===== config.mk =====
export PLATFORM = sky130hd
export DESIGN_NAME = alu_op_sequencer
export DESIGN_NICKNAME = d
export VERILOG_FILES = /design/src/rtl/alu_seq_pkg.sv /design/src/rtl/alu_24bit.sv /design/src/rtl/alu_op_sequencer.sv
export SDC_FILE = /design/constraint.sdc
export NUM_CORES = 1
export LEC_CHECK = 0
export ABC_CLOCK_PERIOD_IN_PS = 4600
export CORE_UTILIZATION = 25
export CTS_CLUSTER_SIZE = 16
export DETAILED_ROUTE_END_ITERATION = 6
export PLACE_DENSITY = 0.45
export SLEW_MARGIN = 20
export SYNTH_ARGS = -nofsm -noshare
export SYNTH_HDL_FRONTEND = slang
export SYNTH_SLANG_ARGS = --single-unit

===== constraint.sdc =====
create_clock -name clk -period 4.6 [get_ports clk]
set_input_delay 1.15 -clock clk [delete_from_list [all_inputs] [get_ports clk]]
set_output_delay 1.15 -clock clk [all_outputs]
set_load 0.005 [all_outputs]

===== src/rtl/alu_seq_pkg.sv =====
// Shared op codes, ALU select codes, FSM states and default width for the sequencer.
// Latency: n/a (declarations only).
// Backpressure: n/a.
package alu_seq_pkg;

  localparam int DEFAULT_W = 24;

  // Command op codes; anything not listed here is illegal.
  localparam logic [2:0] OP_AND = 3'b000;
  localparam logic [2:0] OP_OR  = 3'b001;
  localparam logic [2:0] OP_ADD = 3'b010;
  localparam logic [2:0] OP_SUB = 3'b110;
  localparam logic [2:0] OP_SLT = 3'b111;

  // ALU result select.
  localparam logic [1:0] SEL_AND  = 2'b00;
  localparam logic [1:0] SEL_OR   = 2'b01;
  localparam logic [1:0] SEL_SUM  = 2'b10;
  localparam logic [1:0] SEL_LESS = 2'b11;

  typedef enum logic [1:0] {
    S_IDLE = 2'd0,
    S_EXEC = 2'd1,
    S_SLT2 = 2'd2,
    S_DONE = 2'd3
  } state_t;

  function automatic logic op_legal(input logic [2:0] op);
    case (op)
      OP_AND, OP_OR, OP_ADD, OP_SUB, OP_SLT: op_legal = 1'b1;
      default:                               op_legal = 1'b0;
    endcase
  endfunction

  // Only ADD and SUB report carry-out and signed overflow.
  function automatic logic op_arith(input logic [2:0] op);
    op_arith = (op == OP_ADD) || (op == OP_SUB);
  endfunction

endpackage


===== src/rtl/alu_24bit.sv =====
// Combinational ALU: AND / OR / add-subtract / set-less-than pass-through.
// Latency: zero cycles, purely combinational.
// Backpressure: none; outputs follow inputs.
module alu_24bit #(
  parameter int W = alu_seq_pkg::DEFAULT_W
) (
  input  logic [W-1:0] a,
  input  logic [W-1:0] b,
  input  logic [1:0]   sel,
  input  logic         binv,
  input  logic         cin,
  input  logic         less,
  output logic [W-1:0] result,
  output logic         co,
  output logic         ovf
);
  import alu_seq_pkg::*;

  logic [W-1:0] b_eff;
  logic [W:0]   sum_full;

  assign b_eff    = binv ? ~b : b;
  assign sum_full = {1'b0, a} + {1'b0, b_eff} + {{W{1'b0}}, cin};
  assign co       = sum_full[W];
  // Signed overflow: operands agree in sign but the sum does not.
  assign ovf      = (a[W-1] == b_eff[W-1]) && (sum_full[W-1] != a[W-1]);

  // Select the result source.
  always_comb begin
    result = '0;
    case (sel)
      SEL_AND:  result = a & b_eff;
      SEL_OR:   result = a | b_eff;
      SEL_SUM:  result = sum_full[W-1:0];
      default:  result = {{(W-1){1'b0}}, less};
    endcase
  end

endmodule


===== src/rtl/alu_op_sequencer.sv =====
// Command/response sequencer driving one shared ALU through IDLE/EXEC/SLT2/DONE.
// Latency: response 2 cycles after accept (AND/OR/ADD/SUB), 3 (SLT), 1 (illegal op).
// Backpressure: valid/ready both sides; one command in flight, response held until taken.
module alu_op_sequencer #(
  parameter int W = alu_seq_pkg::DEFAULT_W
) (
  input  logic         clk,
  input  logic         rst,
  input  logic         cmd_valid,
  output logic         cmd_ready,
  input  logic [2:0]   cmd_op,
  input  logic [W-1:0] cmd_a,
  input  logic [W-1:0] cmd_b,
  output logic         rsp_valid,
  input  logic         rsp_ready,
  output logic [W-1:0] rsp_result,
  output logic         rsp_co,
  output logic         rsp_ovf,
  output logic         rsp_zero,
  output logic         rsp_err
);
  import alu_seq_pkg::*;

  state_t state, state_nxt;

  logic [2:0]   op_q;
  logic [W-1:0] a_q, b_q;
  logic [W-1:0] result_q;
  logic         co_q;
  logic         less_q;

  logic [1:0]   alu_sel;
  logic         alu_binv, alu_cin, alu_less;
  logic [W-1:0] alu_result;
  logic         alu_co, alu_ovf;

  logic         accept;
  logic         in_done;
  logic         b_sign;

  assign accept  = cmd_valid && cmd_ready;
  assign in_done = (state == S_DONE);

  alu_24bit #(.W(W)) u_alu (
    .a      (a_q),
    .b      (b_q),
    .sel    (alu_sel),
    .binv   (alu_binv),
    .cin    (alu_cin),
    .less   (alu_less),
    .result (alu_result),
    .co     (alu_co),
    .ovf    (alu_ovf)
  );

  // State register; reset drops any in-flight command immediately.
  always_ff @(posedge clk or posedge rst) begin
    if (rst) state <= S_IDLE;
    else     state <= state_nxt;
  end

  // Next-state decode.
  always_comb begin
    state_nxt = state;
    case (state)
      S_IDLE: if (accept) state_nxt = op_legal(cmd_op) ? S_EXEC : S_DONE;
      S_EXEC: state_nxt = (op_q == OP_SLT) ? S_SLT2 : S_DONE;
      S_SLT2: state_nxt = S_DONE;
      S_DONE: if (rsp_ready) state_nxt = S_IDLE;
      default: state_nxt = S_IDLE;
    endcase
  end

  // Operand capture on accept, result/carry/less capture as the op executes.
  always_ff @(posedge clk or posedge rst) begin
    if (rst) begin
      op_q     <= '0;
      a_q      <= '0;
      b_q      <= '0;
      result_q <= '0;
      co_q     <= 1'b0;
      less_q   <= 1'b0;
    end else if (accept) begin
      op_q     <= cmd_op;
      a_q      <= cmd_a;
      b_q      <= cmd_b;
      result_q <= '0;
      co_q     <= 1'b0;
      less_q   <= 1'b0;
    end else if (state == S_EXEC) begin
      if (op_q == OP_SLT) begin
        // Sign of the difference corrected by overflow gives the true signed compare.
        less_q <= alu_result[W-1] ^ alu_ovf;
      end else begin
        result_q <= alu_result;
        co_q     <= op_arith(op_q) ? alu_co : 1'b0;
      end
    end else if (state == S_SLT2) begin
      result_q <= alu_result;
      co_q     <= 1'b0;
    end
  end

  // Handshake outputs, ALU controls and response flags.
  always_comb begin
    cmd_ready  = (state == S_IDLE) && !rst;
    rsp_valid  = in_done;

    alu_sel    = SEL_SUM;
    alu_binv   = 1'b0;
    alu_cin    = 1'b0;
    alu_less   = less_q;
    if (state == S_SLT2) begin
      alu_sel  = SEL_LESS;
      alu_binv = 1'b1;
      alu_cin  = 1'b1;
    end else begin
      case (op_q)
        OP_AND: alu_sel = SEL_AND;
        OP_OR:  alu_sel = SEL_OR;
        OP_SUB, OP_SLT: begin
          alu_sel  = SEL_SUM;
          alu_binv = 1'b1;
          alu_cin  = 1'b1;
        end
        default: alu_sel = SEL_SUM;
      endcase
    end

    // Overflow is derived from stored operands and result rather than kept in a flop.
    b_sign     = (op_q == OP_SUB) ? ~b_q[W-1] : b_q[W-1];
    rsp_result = in_done ? result_q : '0;
    rsp_co     = in_done && co_q;
    rsp_ovf    = in_done && op_arith(op_q) && (a_q[W-1] == b_sign) &&
                 (result_q[W-1] != a_q[W-1]);
    rsp_zero   = in_done && op_legal(op_q) && (result_q == '0);
    rsp_err    = in_done && !op_legal(op_q);
  end

endmodule


==> results.md <==
- Most frequent cells in the layout: 149 x nand2_1, 84 x clkdlybuf4s50_1, 79 x dfrtp_1, 63 x o21ai_0, 55 x inv_1
- Number of synthesized register bits: 79
- Worst setup EP type: flop
- Antenna fix cells: 0
- Die width: 154 um
- Required @ worst endpoint: around 4.9 ns
- Share of layout cells above drive strength 1: 5.87%
- Pins Over Slew Limit: 0
- Clock sink total: 79
- Fin nets: about 870
- Max FO, Critical Path: 10
- Root Buffer: clkbuf_16
- Synth-to-Final Area Change: 24.2%
- Mapped cell area: 5750 um2
- Seq/Total Area, Yosys: approximately 34%
- Most common cell after layout, fill and taps aside: nand2_1
- RSZ-0062 raised after global routing: no
- Critical path class: flop to flop
- Drt total wl: 16.7 mm
- Syn Area/Cell: 8.27 um2
- Ports: 85
- First-pass GRT wire length: 27.4 mm
- Core area: between 20000 and 25000 um2
- Postcts setup bufs: 0
- WL/cell: approximately 16 um
- CP startpoint kind: flop
- Outcome: complete, no violations
- Initial core utilization: around a quarter
- Setup violators final: 0
- Initial antenna violation count: 0
- Clk pin slew, worst setup/hold paths: roughly 0.06 ns
- Vias in the first global route: slightly below 5000
- Buffer depth of the longest clock path: 2
- CTS buffer count: 9
- Final Hold Viols: 0
- Die Y: 154 um
- Predominant post-synthesis flop cell: dfrtp_1
- Die area: 23600 um2
- Final cycle utilization of the critical path: between 80% and 90%
- Yosys warns: 0
- Tmin final: just over 4 ns
- Relative max-transition margin: roughly 27%
- I/O Buffers: 84
- Synth cell types: 63
- Post-synth net total: 803
- HP Class: flop to flop
- Fill count: 2429
- H-tree Lvls: 3
- Total track usage: between 10% and 20%
- Asr flop ratio synth: 100%
- Clk Latency, worst-skew pair: around 0.35 ns
- Post-CTS sizing: 0
- DP HPWL: 12.0 mm
- Placer's final routability congestion estimate: about 0.81
- Slew @ Worst Pin: 1.09 ns
- Vias per cell: about 4.6
- # rows: 55
- Remaining antenna violation count: 0
- Vias post-DR: around 4900
- Clock skew: 0.00882 ns
- GRT overflow: 0
- Data arrival, critical path: ~4.4 ns
- Fmax: ~250 MHz
- Final setup TNS: 0 ns
- CTS tree: done
- Post-route DRC: 0
- CTS Hold Bufs: 0
- Maxcap violations: 0
- EDFF count, synth: 0
- Drt first pass iters: 4
- Cells after Synth: 695
- Largest net degree at the start of global routing: 77
- Violation count after the first detailed-routing iteration: roughly 330
-- cells by family (layout without fill, tap and decap cells) --
logic type / Yosys count / in the layout / synth area share (%)
simple gates: 248 / 248 / 19.8
compound gates: 176 / 176 / 20.5
buf+inv: 91 / 163 / 6.23
flops: 79 / 79 / 34.4
fa+ha+maj: 53 / 53 / 11.7
xor+xnor: 46 / 46 / 7.01
mux: 2 / 2 / 0.370
-- metal layers --
metal	routed length (um)	GRT usage [%]	vias up
met5	0	0	-
met4	258	5.10	0
met3	613	2.06	15
met2	7370	23.1	97
met1	8450	21.1	2259
li1	-	-	2479
-- critical path: stages, from the launching register on --
cell       delay (ns)
dfrtp_1          0.37
inv_1            0.12
ha_1             0.34
a21oi_2          0.51
buf_4            0.33
xnor2_1          0.17
inv_1            0.06
ha_1             0.39
a21o_1           0.25
a311oi_1         0.29
o31ai_1          0.18
a2bb2oi_2        0.20
nand3b_4         0.12
xnor2_1          0.13
o41ai_1          0.31
o221a_1          0.23
-- layout make-up --
class,count,area [um2],share of cell area (%)
repair buffers,94,916,12.8
multi-input cells,525,3430,48.0
well taps,285,357,4.99
inverters,56,211,2.96
clock inverters,2,10.0,0.140
clock buffers,11,243,3.40
flip-flops and latches,79,1980,27.7
-- sequential cells by signal, indices dropped and copies added, names as in the netlist --
register and flops:
a_q 24, alu_less 1, b_q 24, co_q 1
op_q 3, result_q 24, state 2
-- cells in the mapped netlist, drive strengths merged, types with 9 or more instances --
master | instances | area [um2]
dfrtp | 79 | 1980
o21ai | 75 | 387
xor2 | 10 | 87.6
buf | 9 | 50.0
xnor2 | 36 | 315
clkbuf | 26 | 97.6
a22oi | 12 | 90.1
inv | 56 | 210
nor2 | 29 | 116
and2 | 27 | 169
a21oi | 21 | 105
a221oi | 9 | 103
ha | 52 | 651
nand2 | 150 | 566
a21o | 18 | 135
-- stage by stage --
step / setup slack, ns / instances / area [um2] / hold WS [ns] / utilization (%)
2_1_floorplan: 0.981 / 695 / 5750 / 0.454 / -
3_3_place_gp: 0.680 / 1039 / 6880 / 0.491 / 30.5
3_5_place_dp: 0.526 / 1039 / 6880 / 0.491 / 30.5
4_1_cts: 0.504 / 1052 / 7130 / 0.507 / 31.6
5_1_grt: 0.230 / 1052 / 7140 / 0.531 / 31.6
6_report: 0.523 / 1052 / 7140 / 0.503 / 31.6
-- final timing paths --
check / start / to / slack [ns] / cells past startpoint
min in group asynchronous: rst / state[1] / 1.15 / 2
max in group asynchronous: rst / result_q[23] / 2.66 / 3
max reg2reg: state[0] / alu_less / 0.52 / 15
min reg2reg: b_q[3] / b_q[3] / 0.50 / 2
max: state[0] / alu_less / 0.52 / 15
min: b_q[3] / b_q[3] / 0.50 / 2
Power is left out: the tool's default activity adds up to more than one toggle a clock period on the data nets, which glitch-free logic cannot reach.
